`src/rtl/truth_table_sweeper.sv`:
```
// Purpose : sweeps every input vector of an NIN-input combinational DUT, captures its truth table and compares it to EXPECT.
// Latency : done rises 2^NIN*STEP_CYCLES edges after the accepted start; vector k sampled at E0+(k+1)*STEP_CYCLES.
// Backpres: none; start is ignored while sweeping, abort cancels a sweep, rst overrides everything.
//
// Ports:
//   clk, rst      single rising-edge clock, synchronous active-high reset
//   start, abort  sweep control (start accepted in IDLE/DONE, abort acts in SWEEP only)
//   dut_in        output of the circuit under test
//   vec_out       registered stimulus vector driven to the circuit under test
//   busy, done    sweep running / sweep completed (sticky until next start or reset)
//   table_out     captured table, bit i = response to vector i
//   ones_count    population count of table_out
//   match         table_out == EXPECT, meaningful while done=1
module truth_table_sweeper #(
    parameter int NIN         = 3,
    parameter int STEP_CYCLES = 1,
    parameter logic [(1<<NIN)-1:0] EXPECT = 8'b1001_0000
) (
    input  logic                  clk,
    input  logic                  rst,
    input  logic                  start,
    input  logic                  abort,
    input  logic                  dut_in,
    output logic [NIN-1:0]        vec_out,
    output logic                  busy,
    output logic                  done,
    output logic [(1<<NIN)-1:0]   table_out,
    output logic [NIN:0]          ones_count,
    output logic                  match
);

    localparam int NVEC = 1 << NIN;
    // Hold counter only needs to reach STEP_CYCLES-1; keep at least one bit.
    localparam int HW   = (STEP_CYCLES > 1) ? $clog2(STEP_CYCLES) : 1;
    localparam logic [HW-1:0]  HOLD_LAST = HW'(STEP_CYCLES - 1);
    localparam logic [NIN-1:0] VEC_LAST  = '1;

    typedef enum logic [1:0] {
        S_IDLE,
        S_SWEEP,
        S_DONE
    } state_t;

    state_t          state;
    logic [HW-1:0]   hold;
    logic [NVEC-1:0] tbl_nxt;

    // Table as it will look after the current sample; lets match include
    // the final bit written on the completing edge.
    always_comb begin
        tbl_nxt          = table_out;
        tbl_nxt[vec_out] = dut_in;
    end

    always_ff @(posedge clk) begin
        if (rst) begin
            state      <= S_IDLE;
            hold       <= '0;
            vec_out    <= '0;
            busy       <= 1'b0;
            done       <= 1'b0;
            table_out  <= '0;
            ones_count <= '0;
            match      <= 1'b0;
        end else begin
            case (state)
                S_IDLE, S_DONE: begin
                    // start wins over abort here; abort alone does nothing
                    if (start) begin
                        state      <= S_SWEEP;
                        hold       <= '0;
                        vec_out    <= '0;
                        busy       <= 1'b1;
                        done       <= 1'b0;
                        table_out  <= '0;
                        ones_count <= '0;
                        match      <= 1'b0;
                    end
                end

                S_SWEEP: begin
                    if (abort) begin
                        // partial table and count are left visible for debug
                        state   <= S_IDLE;
                        hold    <= '0;
                        vec_out <= '0;
                        busy    <= 1'b0;
                        done    <= 1'b0;
                        match   <= 1'b0;
                    end else if (hold != HOLD_LAST) begin
                        hold <= hold + HW'(1);
                    end else begin
                        hold       <= '0;
                        table_out  <= tbl_nxt;
                        ones_count <= ones_count + {{NIN{1'b0}}, dut_in};
                        if (vec_out != VEC_LAST) begin
                            vec_out <= vec_out + NIN'(1);
                        end else begin
                            state <= S_DONE;
                            busy  <= 1'b0;
                            done  <= 1'b1;
                            match <= (tbl_nxt == EXPECT);
                        end
                    end
                end

                default: begin
                    state <= S_IDLE;
                    busy  <= 1'b0;
                end
            endcase
        end
    end

endmodule

```
`config.mk`:
```
export PLATFORM = sky130hd
export DESIGN_NAME = truth_table_sweeper
export DESIGN_NICKNAME = d
export VERILOG_FILES = /design/src/rtl/truth_table_sweeper.sv
export SDC_FILE = /design/constraint.sdc
export NUM_CORES = 1
export LEC_CHECK = 0
export ABC_AREA = 1
export CAP_MARGIN = 5
export CORE_ASPECT_RATIO = 1.25
export CORE_UTILIZATION = 40
export DETAILED_ROUTE_END_ITERATION = 12
export HOLD_SLACK_MARGIN = 0.03
export PLACE_DENSITY = 0.67
export SETUP_SLACK_MARGIN = 0.3
export SKIP_CTS_REPAIR_TIMING = 1
export SYNTH_ARGS = -nofsm -noshare
export SYNTH_HDL_FRONTEND = slang
export SYNTH_SLANG_ARGS = --single-unit
```
`constraint.sdc`:
```
create_clock -name clk -period 2.48 [get_ports clk]
set_clock_uncertainty 0.1 [all_clocks]
set_input_delay 0.496 -clock clk [delete_from_list [all_inputs] [get_ports clk]]
set_output_delay 0.496 -clock clk [all_outputs]
set_load 0.01 [all_outputs]
```
==> metrics.txt, run 1 <==
Synth Net Count 159; share of the synthesized area in the top cell type 0.362; # port buffers 22; final worst-path cycle share 0.792; post-DR vias/cell 4.97; Area growth syn-to-layout 22.1%; PwrDens 450 mW/mm^2; initial antenna violation count 0; Util after Layout 0.534; DRT Wirelength 2180 um; worst path arrival time 1.37 ns; pre-CTS setup slack 0.465 ns; VDD IR-drop max 0.309 mV; CP max stage delay 0.59 ns; RSZ-0062 raised after global routing false; synth top area cells dfxtp_1, nand2_1, a21oi_1, nand3_1, ha_1; Post-synth EDFFs 0; ys async rst share 0; clock buffer depth 2; Worst Hold Depth 2; cell count after synthesis 150; Die ar. 0.00298 mm^2; area of the multi-input gates 583 um^2; CP bufs+invs 1; fin. max-slew vios 0; FF-to-FF Start vec_out[1]; worst-path cell chain clkdlybuf4s50_1; largest net degree at the start of global routing 14; CTS root buf clkbuf_4; power consumption 607 uW; register bit total from synthesis 20; # nets final 181; Initial DRC Count 10; WP depth 1; global-route wire length before repair 3680 um; area occupied by registers 403 um^2; Placed Area 0.00133 mm^2; Post-DRT Antenna Nets 0; Worst-Margin Slew 0.318 ns; synthesized area 0.00111 mm^2; Final Hold Violating Endpoints 0; Yosys top cell by area dfxtp_1; Leak 0.505 nW; core box area 0.00253 mm^2; Req. time, crit path 1.88 ns; ys flop type dfxtp_1; slowest stage cell, crit path clkdlybuf4s50_1; Synth cell types 27; Synth top cells by count nand2_1, dfxtp_1, a21oi_1; warnings from Yosys 0; IO Count 23; CP Max Fanout 11; Worst Hold Class reg2reg; width of the die 49.0 um; Max Freq 509 MHz; global route overflow 0; Setup TNS 0 ns; fin worst setup slack 0.517 ns; delay-heaviest family, CP buffers and inverters; Initial Util 0.438; layout cell share with drive strength beyond 1 0.141; gr usage total 0.162; crit path capture type output port; Clock Pin Slew Worst Setup and Hold Paths 0.10 ns; # H-tree levels 1; DR vias 1009; Routability Congestion 0.823; Avg Cell Area, Syn 7.37 um^2; final instance area 0.00135 mm^2; Register-to-Register Path Depth 9; max cap viols 0; TritonCTS clock tree built; sequential area share after synthesis 0.362; Slew headroom 0.787; Die Y-Extent 60.8 um; drt pass-1 iters 4; top-count cell post-synth nand2_1; hpwl dp 1660 um; wire per inst 10.8 um; # fillers 247; final antenna diode count 0; Setup crit start vec_out[2]; clock tree sinks 20; Final setup viols 0; status finished, final reports clean; minimum clock period 1.96 ns; vias in the first global route 855; Site Rows 20; DRC Markers 0; total CTS buffers 3; Critical Setup Path Class reg2out; Skew-Pair Late Insertion Delay 0.30 ns; HP Start done; CP Launch Type register
-- registers in the layout (all words and copies together) (netlist names) --
| signal | cells |
|---|---|
| busy | 1 |
| done | 1 |
| match | 1 |
| ones_count | 4 |
| state | 2 |
| table_out | 8 |
| vec_out | 3 |
-- metal layers --
layer	GRT usage	part of all wire	vias to the layer above
met5	0	0	-
met3	0.0226	0.032	4
li1	-	-	531
met1	0.202	0.48	455
met2	0.286	0.47	19
met4	0.0630	0.012	0
-- cell type report --
type | count | area share
Clock buffer | 3 | 0.0167
Multi-Input combinational cell | 107 | 0.432
Sequential cell | 20 | 0.298
Inverter | 16 | 0.0482
Tap cell | 33 | 0.0306
Timing Repair Buffer | 24 | 0.174
-- final timing paths --
path	end	slack, ns
worst min-delay path	done	0.36
worst max-delay path	vec_out[2]	0.52
worst max register to register	match	0.71
worst min register to register	done	0.36
-- layout by cell type, fill, tap and decap left out, types with 2 or more instances in the layout --
cell / count
a211oi_1: 3
inv_1: 10
inv_4: 2
nand2_4: 2
nand3_1: 14
buf_4: 2
nor2_1: 4
dfxtp_1: 18
nor2_4: 3
ha_1: 4
dfxtp_2: 2
nand2_2: 2
a21oi_1: 19
clkbuf_4: 3
inv_2: 4
clkdlybuf4s50_1: 22
nand2_1: 41
nand4_1: 4
o21ai_1: 3
-- power by group --
part / internal, mW / total, mW / switching (mW)
sequential: 0.330 / 0.343 / 0.0136
combinational: 0.0449 / 0.113 / 0.0676
clock: 0.0566 / 0.151 / 0.0944
-- through the flow --
step                      hold slack, ns  std cells
after floorplan                    0.340        150
after global placement             0.352        200
after detailed placement           0.357        200
after CTS                          0.373        203
after global routing               0.394        203
final                              0.364        203
-- cell families after synthesis --
| group | after synthesis | synth area share |
|---|---|---|
| simple gates | 74 | 0.327 |
| compound gates | 28 | 0.147 |
| buf+inv | 23 | 0.111 |
| flops | 20 | 0.362 |
| fa+ha+maj | 4 | 0.0453 |
| xor+xnor | 1 | 0.00792 |
No activity file was read; power rests on OpenSTA's default activity.
==> run 2: changes to the inputs <==
==> constraint.sdc (replaced) <==
create_clock -name clk -period 1.9 [get_ports clk]
set_clock_uncertainty 0.1 [all_clocks]
set_input_delay 0.38 -clock clk [delete_from_list [all_inputs] [get_ports clk]]
set_output_delay 0.38 -clock clk [all_outputs]
set_load 0.01 [all_outputs]
==> metrics.txt, run 2 (synthesis results as in run 1) <==
CP bufs+invs 1 (unchanged); TritonCTS clock tree built; fin worst setup slack 0.231 ns (-0.286 ns); crit path capture type output port; # nets final 185 (+2.2%); CP Launch Type register; clock buffer depth 2 (unchanged); DR vias 1036 (+2.7%); DRC Markers 0 (unchanged); commonest cells after routing, fill and taps aside nand2_1, a21oi_1, dlymetal6s2s_1; worst path arrival time 1.19 ns (-0.18 ns); drt pass-1 iters 4 (unchanged); Post-DRT Antenna Nets 0 (unchanged); Worst Hold Class reg2reg; switching pwr 235 uW (+34%); Site Rows 20 (unchanged); Leak 0.833 nW (+65%); Setup TNS 0 ns (unchanged); final instance area 0.00143 mm^2 (+6.2%); Clock Pin Slew Worst Setup and Hold Paths 0.10 ns (about the same); GR Util met2 0.308 (+0.0218); largest reg by FF count table_out; Req. time, crit path 1.42 ns (-0.46 ns); switch share 0.292 (+0.00265); M1 GR Usage 0.204 (+0.00211); Final setup viols 0 (unchanged); area of the multi-input gates 587 um^2 (+0.64%); PwrDens 560 mW/mm^2 (+25%); post-DR vias/cell 5.00 (+0.69%); # H-tree levels 1 (unchanged); Area growth syn-to-layout 29.6%; Max Freq 599 MHz; Slew headroom 0.852 (+0.0650); # port buffers 22 (unchanged); Die Y-Extent 60.8 um (unchanged); global-route wire length before repair 3970 um (+7.9%); Critical Setup Path Class reg2out; RSZ-0062 raised after global routing true; Initial Util 0.438 (unchanged); Util after Layout 0.567 (+0.0332); clock share of power 0.246 (-0.003); gr usage total 0.177 (+0.0148); width of the die 49.0 um (unchanged); cell-internal power 569 uW (+32%); total CTS buffers 3 (unchanged); DRT Wirelength 2430 um (+11%); slowest stage cell, crit path clkdlybuf4s50_1; worst-path cell chain clkdlybuf4s50_1; minimum clock period 1.67 ns; Initial DRC Count 18 (+8); core box area 0.00253 mm^2 (unchanged); wire per inst 11.7 um (+9.0%); IO Count 23 (unchanged); VDD IR-drop max 0.308 mV (about the same); Worst-Margin Slew 0.219 ns (-0.0990 ns); fin. max-slew vios 0 (unchanged); # fillers 237 (-4.0%); Top Usage Layer GRT met2; clock tree sinks 20 (unchanged); Regs by FF count table_out x8, ones_count x4, vec_out x3; CTS root buf clkbuf_4; layout cell share with drive strength beyond 1 0.201 (+0.0600); CP max stage delay 0.53 ns (-0.06 ns); largest net degree at the start of global routing 12 (-2); global route overflow 0 (unchanged); Routability Congestion 0.837 (+1.7%); delay-heaviest family, CP buffers and inverters; CP Max Fanout 4 (-7); Placed Area 0.00136 mm^2 (+2.3%); final antenna diode count 0 (unchanged); pre-CTS setup slack 0.129 ns (-0.336 ns); sequential fraction of design power 0.547 (-0.019); Logic pwr share 0.206 (+0.021); Skew-Pair Late Insertion Delay 0.30 ns (about the same); hpwl dp 1820 um (+9.5%); max cap viols 0 (unchanged); met3 Use GR 0.0226 (unchanged); status finished, final reports clean; final worst-path cycle share 0.878; Die ar. 0.00298 mm^2 (unchanged); most common cell after layout, fill and taps aside nand2_1; max reg flops 8 (unchanged); Final Hold Violating Endpoints 0 (unchanged); vias in the first global route 924 (+8.1%); initial antenna violation count 0 (unchanged); area occupied by registers 410 um^2 (+1.9%)
run 2: cell count changes in the layout (fill, tap and decap cells not counted):
| cell | change |
|---|---|
| clkdlybuf4s50_1 | -17 |
| dlymetal6s2s_1 | +17 |
| dfxtp_1 | -6 |
| dfxtp_2 | +6 |
| buf_4 | +4 |
| a21oi_1 | -1 |
| a21oi_2 | +1 |
run 2: worst paths after layout:
check,from,endpoint,slack [ns],cells after the start
setup reg to reg,vec_out[0],match,0.41,7
setup / recovery,ones_count[1],ones_count[1],0.23,1
hold reg to reg,done,done,0.36,2
hold / removal,done,done,0.36,2
run 2: cell type report:
cell class,count,share of cell area
timing repair buffer,28,0.215
clock buffer,3,0.0157
tap,33,0.0288
sequential,20,0.286
multi-input combinational,107,0.409
inverter,16,0.0454
run 2: metal layers:
| metal | wire, um | share of wire | up-vias |
|---|---|---|---|
| li1 | - | - | 540 |
| met1 | 1080 | 0.45 | 468 |
| met2 | 1210 | 0.50 | 21 |
| met3 | 78 | 0.032 | 7 |
| met4 | 61 | 0.025 | 0 |
| met5 | 0 | 0 | - |
run 2: stage by stage:
stage	hold slack [ns]	cells	power, mW
6_report	0.365	207	0.803
2_1_floorplan	0.340	150	0.567
4_1_cts	0.372	207	0.810
5_1_grt	0.395	207	0.854
3_5_place_dp	0.357	204	0.614
3_3_place_gp	0.352	204	0.613
run 2: worst reg2reg max path: stages, from the launching register on:
cell and delay [ns]:
dfxtp_2 0.34, ha_1 0.20, ha_1 0.22, inv_1 0.08, nand2_1 0.07, a21oi_2 0.19, nand2_1 0.10, a21oi_2 0.13
run 2: power groups by stage:
stage	combinational [mW]	sequential [mW]	clock, mW
6_report	0.166	0.440	0.198
5_1_grt	0.183	0.442	0.229
4_1_cts	0.166	0.439	0.205
3_5_place_dp	0.166	0.449	0
3_3_place_gp	0.165	0.447	0
2_1_floorplan	0.115	0.452	0
